## src/rtl/clkctl_pkg.sv

```systemverilog
// Shared definitions for the clock step controller: command encodings, FSM states
// and the default step-count width.
package clkctl_pkg;

    localparam int CNT_W_DEF = 16;

    typedef enum logic [1:0] {
        OP_NOP  = 2'b00,
        OP_RUN  = 2'b01,
        OP_HALT = 2'b10,
        OP_STEP = 2'b11
    } cmd_op_t;

    typedef enum logic [1:0] {
        ST_HALTED   = 2'b00,
        ST_RUNNING  = 2'b01,
        ST_STEPPING = 2'b10
    } state_t;

endpackage

```

## src/rtl/step_counter.sv

```systemverilog
// Loadable down-counter for the number of gated edges still owed; the decrement
// saturates at zero so the count can never wrap.
module step_counter
    import clkctl_pkg::*;
#(
    parameter int CNT_W = CNT_W_DEF
) (
    input  logic             clk,
    input  logic             rst_n,
    input  logic             load,
    input  logic [CNT_W-1:0] load_val,
    input  logic             dec,
    output logic [CNT_W-1:0] value,
    output logic             zero
);

    logic [CNT_W-1:0] value_q;

    // NOTE: sequential state is written with non-blocking assignments only, so every
    // register samples the pre-edge values regardless of block evaluation order.
    always_ff @(posedge clk or negedge rst_n) begin
        if (!rst_n) begin
            value_q <= '0;
        end else if (load) begin
            value_q <= load_val;
        end else if (dec && (value_q != '0)) begin
            value_q <= value_q - 1'b1;
        end
    end

    assign value = value_q;
    assign zero  = (value_q == '0);

endmodule

```

## src/rtl/clock_step_ctrl.sv

```systemverilog
// Run/halt/single-step sequencer driving the edgegate enable for the CPU core clock.
// Optional `GATED_CYCLE_COUNT_EN adds a 32-bit count of delivered gated edges.
module clock_step_ctrl
    import clkctl_pkg::*;
#(
    parameter int CNT_W      = CNT_W_DEF,
    parameter bit RUN_ON_RST = 1'b0
) (
    input  logic             clk,
    input  logic             rst_n,
    input  logic             cmd_valid,
    output logic             cmd_ready,
    input  logic [1:0]       cmd_op,
    input  logic [CNT_W-1:0] cmd_count,
    input  logic             halt_req,
    output logic             gate_en,
    output logic             running,
    output logic             step_done,
    output logic [CNT_W-1:0] remaining
`ifdef GATED_CYCLE_COUNT_EN
    ,
    output logic [31:0]      cycle_count
`endif
);

    localparam state_t RST_STATE = RUN_ON_RST ? ST_RUNNING : ST_HALTED;

    state_t           state_q, state_d;
    cmd_op_t          op;
    logic             done_d;
    logic             cnt_load, cnt_dec, cnt_zero;
    logic [CNT_W-1:0] cnt_load_val, cnt_val;
    logic             stepping;

    assign op        = cmd_op_t'(cmd_op);
    assign stepping  = (state_q == ST_STEPPING);
    assign cmd_ready = !halt_req;

    // Priority: core halt request, then an accepted non-NOP command, then step progress.
    // NOTE: every always_comb output gets a default before any branch; a missed path
    // would otherwise infer a latch.
    always_comb begin
        state_d      = state_q;
        done_d       = 1'b0;
        cnt_load     = 1'b0;
        cnt_load_val = '0;
        cnt_dec      = 1'b0;
        if (halt_req) begin
            state_d = ST_HALTED;
            if (stepping) begin
                done_d   = 1'b1;
                cnt_load = 1'b1;
            end
        end else if (cmd_valid && (op != OP_NOP)) begin
            cnt_load = 1'b1;
            case (op)
                OP_RUN:  state_d = ST_RUNNING;
                OP_HALT: begin
                    state_d = ST_HALTED;
                    done_d  = stepping;
                end
                OP_STEP: begin
                    if (cmd_count == '0) begin
                        state_d = ST_HALTED;
                        done_d  = 1'b1;
                    end else begin
                        state_d      = ST_STEPPING;
                        cnt_load_val = cmd_count;
                    end
                end
                default: ;
            endcase
        end else if (stepping) begin
            cnt_dec = 1'b1;
            // The cycle showing remaining==1 delivers the last owed edge.
            if (cnt_zero || (cnt_val == CNT_W'(1))) begin
                state_d = ST_HALTED;
                done_d  = 1'b1;
            end
        end
    end

    always_ff @(posedge clk or negedge rst_n) begin
        if (!rst_n) begin
            state_q   <= RST_STATE;
            gate_en   <= RUN_ON_RST;
            running   <= RUN_ON_RST;
            step_done <= 1'b0;
        end else begin
            state_q   <= state_d;
            gate_en   <= (state_d != ST_HALTED);
            running   <= (state_d != ST_HALTED);
            step_done <= done_d;
        end
    end

    step_counter #(.CNT_W(CNT_W)) u_step_counter (
        .clk      (clk),
        .rst_n    (rst_n),
        .load     (cnt_load),
        .load_val (cnt_load_val),
        .dec      (cnt_dec),
        .value    (cnt_val),
        .zero     (cnt_zero)
    );

    assign remaining = cnt_val;

`ifdef GATED_CYCLE_COUNT_EN
    always_ff @(posedge clk or negedge rst_n) begin
        if (!rst_n) begin
            cycle_count <= '0;
        end else if (gate_en) begin
            cycle_count <= cycle_count + 32'd1;
        end
    end
`endif

endmodule
```

## config.mk

```make
export PLATFORM = sky130hd
export DESIGN_NAME = clock_step_ctrl
export DESIGN_NICKNAME = d
export VERILOG_FILES = /design/src/rtl/clkctl_pkg.sv /design/src/rtl/step_counter.sv /design/src/rtl/clock_step_ctrl.sv
export SDC_FILE = /design/constraint.sdc
export NUM_CORES = 1
export LEC_CHECK = 0
export BUFFER_PORTS_ARGS = -buffer_cell sky130_fd_sc_hd__buf_4
export CORE_MARGIN = 10
export CORE_UTILIZATION = 52
export DETAILED_ROUTE_END_ITERATION = 8
export PLACE_DENSITY = 0.82
export SYNTH_ARGS = -nofsm -noshare
export SYNTH_HDL_FRONTEND = slang
export SYNTH_SLANG_ARGS = --single-unit
```

## constraint.sdc

```tcl
create_clock -name clk -period 2.5 [get_ports clk]
set_input_delay 0.5 -clock clk [delete_from_list [all_inputs] [get_ports clk]]
set_output_delay 0.5 -clock clk [all_outputs]
set_load 0.01 [all_outputs]
```

* Word level (Yosys, flattened, before mapping) *
Index checks and enable logic that the tools add are counted.

storage, ports and cells
  word-level logic and storage cells = 43
  output and inout port bits = 20
  register bits after elaboration = 20
  input bits = 22

cells by class
  reduce and logical (&&, ||, !) cells = 10
  multiplexer cells = 23
  equal/unequal tests = 5
  $add $sub $neg = 1

operators by type and width
  operator               number
  $mux 16                6
  $logic_not 16->1       2
  $eq 16x1->1 const B    1
  $reduce_bool 16->1     1
  $sub 16x1->16 const B  1
  $mux 1                 10
  $mux 2                 5
  $eq 2x2->1 const B     3
  $pmux 2 s3             1
  $reduce_bool 2->1      3
  $eq 2x1->1 const B     1
  $logic_and 1x1->1      2
  $pmux 1 s2             1
  $logic_not 1->1        1
  $logic_or 1x1->1       1

* Longest topological paths before layout *
  depth in word-level cells = 7
  depth in mapped cells = 6
  gate-level depth less buffers = 6

* Hierarchy *
A second synthesis with hierarchy kept.

unflattened totals
  cell total of the unflattened synthesis = 175
  area total of the unflattened synthesis = 1481.4 um^2

modules (own cells, without submodules)
  module           sequential area each (um^2)  instances  cells an instance  area an instance (um^2)
  step_counter     400.4                        1          124                1063.5
  clock_step_ctrl  100.1                        1          51                 417.9

* Worst setup path before layout *
OpenSTA, ideal clock, no wires.

  path kind = flip-flop to flip-flop
  start = reg u_step_counter.value_q[0] (netlist: u_step_counter.value[0])
  end = reg u_step_counter.value_q[14] (netlist: u_step_counter.value[14])
  arrival = 1.652 ns
  required time = 2.358 ns
  setup slack = 0.707 ns
  cell stages (with the launch flop) = 7
  setup time = 0.142 ns
  clock period less this slack = 1.793 ns
  path buffers = 0
  cell sequence = dfrtp_1 inv_1 ha_1 nor3b_2 nand4_1 o311ai_0 o211ai_1

on the way
  word-level cells in the longest chain between the ends = 3
  elaborated cells between the ends (all ways) = 6
  those cells by class = add/sub (1); mux (2); reduce/logical (3)

RTL lines
  element                                                     line                                    source
  from (decl)                                                 step_counter.sv:17                      logic [CNT_W-1:0] value_q;
  from (signal assigned)                                      step_counter.sv:25                      value_q <= load_val;
  from (signal assigned)                                      step_counter.sv:27                      value_q <= value_q - 1'b1;
  $sub 16x1->16 / $reduce_bool 16->1 (equally long branches)  step_counter.sv:27, step_counter.sv:26
  $mux 16 / $logic_and 1x1->1 (equally long branches)         step_counter.sv:26                      end else if (dec && (value_q != '0)) begin
  $mux 16 / $reduce_bool 2->1 (equally long branches)         n/a

Several ways; a longest one is shown, not always the timed one. The select of a mux whose other input is x is not followed.
A chain may end at the register's enable or synchronous reset.

* Final worst setup path *
  start = reg u_step_counter.value_q[0] (netlist: u_step_counter.value[0])
  end = reg u_step_counter.value_q[0] (netlist: u_step_counter.value[0])

Same word-level chain as after synthesis.

==> flow_summary.yaml <==
status:
  status: "completed"
floorplan:
  core_region_area_um2: 2780
  start_util: 0.551
  chipWidth_um: 74.3
  floorplan.die_area_um2: 5520
  io_pins: 42
  die_h_um: 74.3
  fp-row-count: 19
clock_network:
  clk-insertion-delay-late_ns: 0.32
  clkSinkCount: 20
  cts_buffer_depth: 2
  tritoncts_clock_tree: "done"
  cts-buffers-inserted: 3
  post_cts_resize_count: 0
  cts_hold_buf: 0
  htreeDepth: 1
  cts.repair_timing.setup_buffer_count: 0
  clkSlewWorstSetupHoldPaths_ns: 0.13
  root_buffer: "clkbuf_4"
grt:
  gr-usage-met1: 0.201
  grt-busiest-layer: "met2"
  grt.met2_usage: 0.265
  globalRouteOverflowTotal: 0
  grt_start_max_net_pins: 21
  wire_length_of_the_first_global_routing_pass_mm: 7.22
  groute.layer.met3.usage: 0.0359
  first_global_vias: 1513
  total_routing_resource_utilization_after_global_routing: 0.161
  grt_antenna_before_repair: 0
route:
  drc_violations: 0
  routed_wire_length_per_instance_um: 19.5
  drt_iter0_drc: 193
  routed_wl_mm: 4.52
  vias: 1545
  postRouteAntennaNets: 0
  drt_pre_antenna_iters: 4
  detail_route.vias_per_cell: 6.66
placement:
  final_estimated_routing_congestion_in_global_placement: 0.864
  final_hpwl_dp_mm: 3.45
  detailed_place.area_um2: 1860
  port_buffers: 41
  placed_cells_incl_taps: 228
final_layout:
  drive_above_1_share: 0.328
  fin_nets: 227
  final_area_um2: 1910
  flow.area_growth_from_synthesis_pct: 24.7
  layout.cells.non_filler: 232
  mostFrequentLayoutCells: "buf_4 (45), dfrtp_1 (20), nand3_1 (11)"
  layout.cells.most_common: "buf_4"
  num_antenna_cells: 0
job:
  maxCapViolations: 0
critical_path:
  setup.worst_path.class: "register to register"
  reg2reg_slack_ns: 0.50
  critical_path_required_ns: 2.70
  crit_fanout: 8
  cpPeakStageDelay_ns: 0.46
  cp-startpoint: "u_step_counter.value[0]$_DFFE_PN0P_"
  worstReg2RegStart: "u_step_counter.value[0]$_DFFE_PN0P_"
  critical_path.cell_chain: "inv_1 > ha_1 > nor3b_1 > nand4_4 > a21oi_4 > a22oi_1"
  regToRegEndpoint: "u_step_counter.value[0]$_DFFE_PN0P_"
  startpoint_type_of_the_worst_setup_path: "register"
  rr_worst_depth: 6
  cp_slowest_cell: "dfrtp_1"
  cp-end-kind: "register"
  cp_data_arrival_time_ns: 2.20
sta:
  timing.fmax_ghz: 0.501
  final_period_minus_worst_setup_slack_ns: 2.00
  fin_setup_tns_ns: 0
  tightestPinTransition_ns: 0.561
  maximum_clock_skew_at_final_layout_ns: 0.00936
  timing.final.crit_share: 0.799
  max-slew-margin-rel: 0.623
  slew_viol_final: 0
  timing.final.hold_violations: 0
  final_count_of_negative_setup_slack_endpoints: 0
  setup_repair_after_global_routing_missed_its_margin: "false"
pwr:
  powerDensity_nw_per_um2: 818
  cellLeakagePower_nw: 0.854
  peakVddDrop_v: 0.000758
synth:
  synthesis.area_um2: 1530
  yosysSeqAreaShare: 0.327
  synth-edff-count: 0
  post-synth-top-area-fraction: 0.327
  synth_area_per_cell_um2: 9.52
  synth.ff_latch_count: 20
  syn_nets: 186
  yosysWarningCount: 0
  synth_flop_cell: "dfrtp_1"
  yosysTopAreaCell: "dfrtp_1"
  synth_area_leaders: "dfrtp_1 (33%), a32o_1 (3.9%), nand3_1 (3.6%)"
  postSynthCellCount: 161
  post_synth_num_cell_types: 55
  async_flop_share: 1.00
hold_path:
  hp-class: "input pin to async pin"
-- registers in the layout, summed over array words and instances (netlist names) --
signal                cells
step_done                 1
u_step_counter.value     16
running                   1
state_q                   2
-- layout make-up --
cell class,instances,area (um^2)
Clock buffer,3,22.5
Clock inverter,1,30.0
Fill cell,222,870
Inverter,8,30.0
Multi-Input combinational cell,124,952
Sequential cell,20,500
Tap cell,31,38.8
Timing Repair Buffer,45,338
-- worst max-delay path by stage --
| stage | endpoint | slack (ns) |
|---|---|---|
| final | u_step_counter.value[0]$_DFFE_PN0P_ | 0.50 |
| after global routing | u_step_counter.value[6]$_DFFE_PN0P_ | 0.35 |
| after CTS | u_step_counter.value[6]$_DFFE_PN0P_ | 0.48 |
| after detailed placement | u_step_counter.value[0]$_DFFE_PN0P_ | 0.51 |
| after global placement | u_step_counter.value[0]$_DFFE_PN0P_ | 0.55 |
| after floorplan | u_step_counter.value[14]$_DFFE_PN0P_ | 0.71 |
-- worst max-delay path, delay by kind of cell (launching register included) --
kind / cells / cell delay [ns]
adders and majority gates: 1 / 0.18
buffers and inverters: 1 / 0.14
DFF: 1 / 0.46
AOI/OAI and AO/OA: 2 / 0.46
and+or+nand+nor: 2 / 0.63
-- kinds of logic after synthesis --
| group | share of synthesized area |
|---|---|
| compound gates | 0.296 |
| flops | 0.327 |
| fa+ha+maj | 0.0245 |
| buf+inv | 0.0522 |
| simple gates | 0.301 |
-- metrics by stage --
step / setup slack [ns] / util / hold slack (ns) / power [mW]
after floorplan: 0.707 / - / 0.204 / 1.03
after global placement: 0.547 / 0.668 / 0.395 / 1.27
after detailed placement: 0.508 / 0.668 / 0.398 / 1.29
after CTS: 0.483 / 0.687 / 0.0458 / 1.56
after global routing: 0.350 / 0.687 / 0.0365 / 1.66
final: 0.503 / 0.687 / 0.0368 / 1.56
-- per-layer routing --
layer / up-vias / routed length, um
met4: 0 / 106
met1: 727 / 1870
met2: 79 / 2160
li1: 728 / -
met5: - / 0
met3: 11 / 391
-- power breakdown --
group          total [mW]  internal, mW  switching [mW]
clock network       0.274         0.162           0.112
registers           0.504         0.382           0.121
logic               0.787         0.373           0.413
-- synth_stat cells, types with 4 or more instances --
cell / number
clkbuf_1: 5
a32o_1: 6
nor3_1: 4
nor4_1: 6
nor2_1: 8
inv_1: 8
nand2_1: 6
a21oi_1: 7
nand3_1: 11
a2bb2oi_1: 5
dfrtp_1: 20
nand4_1: 8
a21o_1: 4
a32oi_1: 5
(Power assumes the default switching activity.)
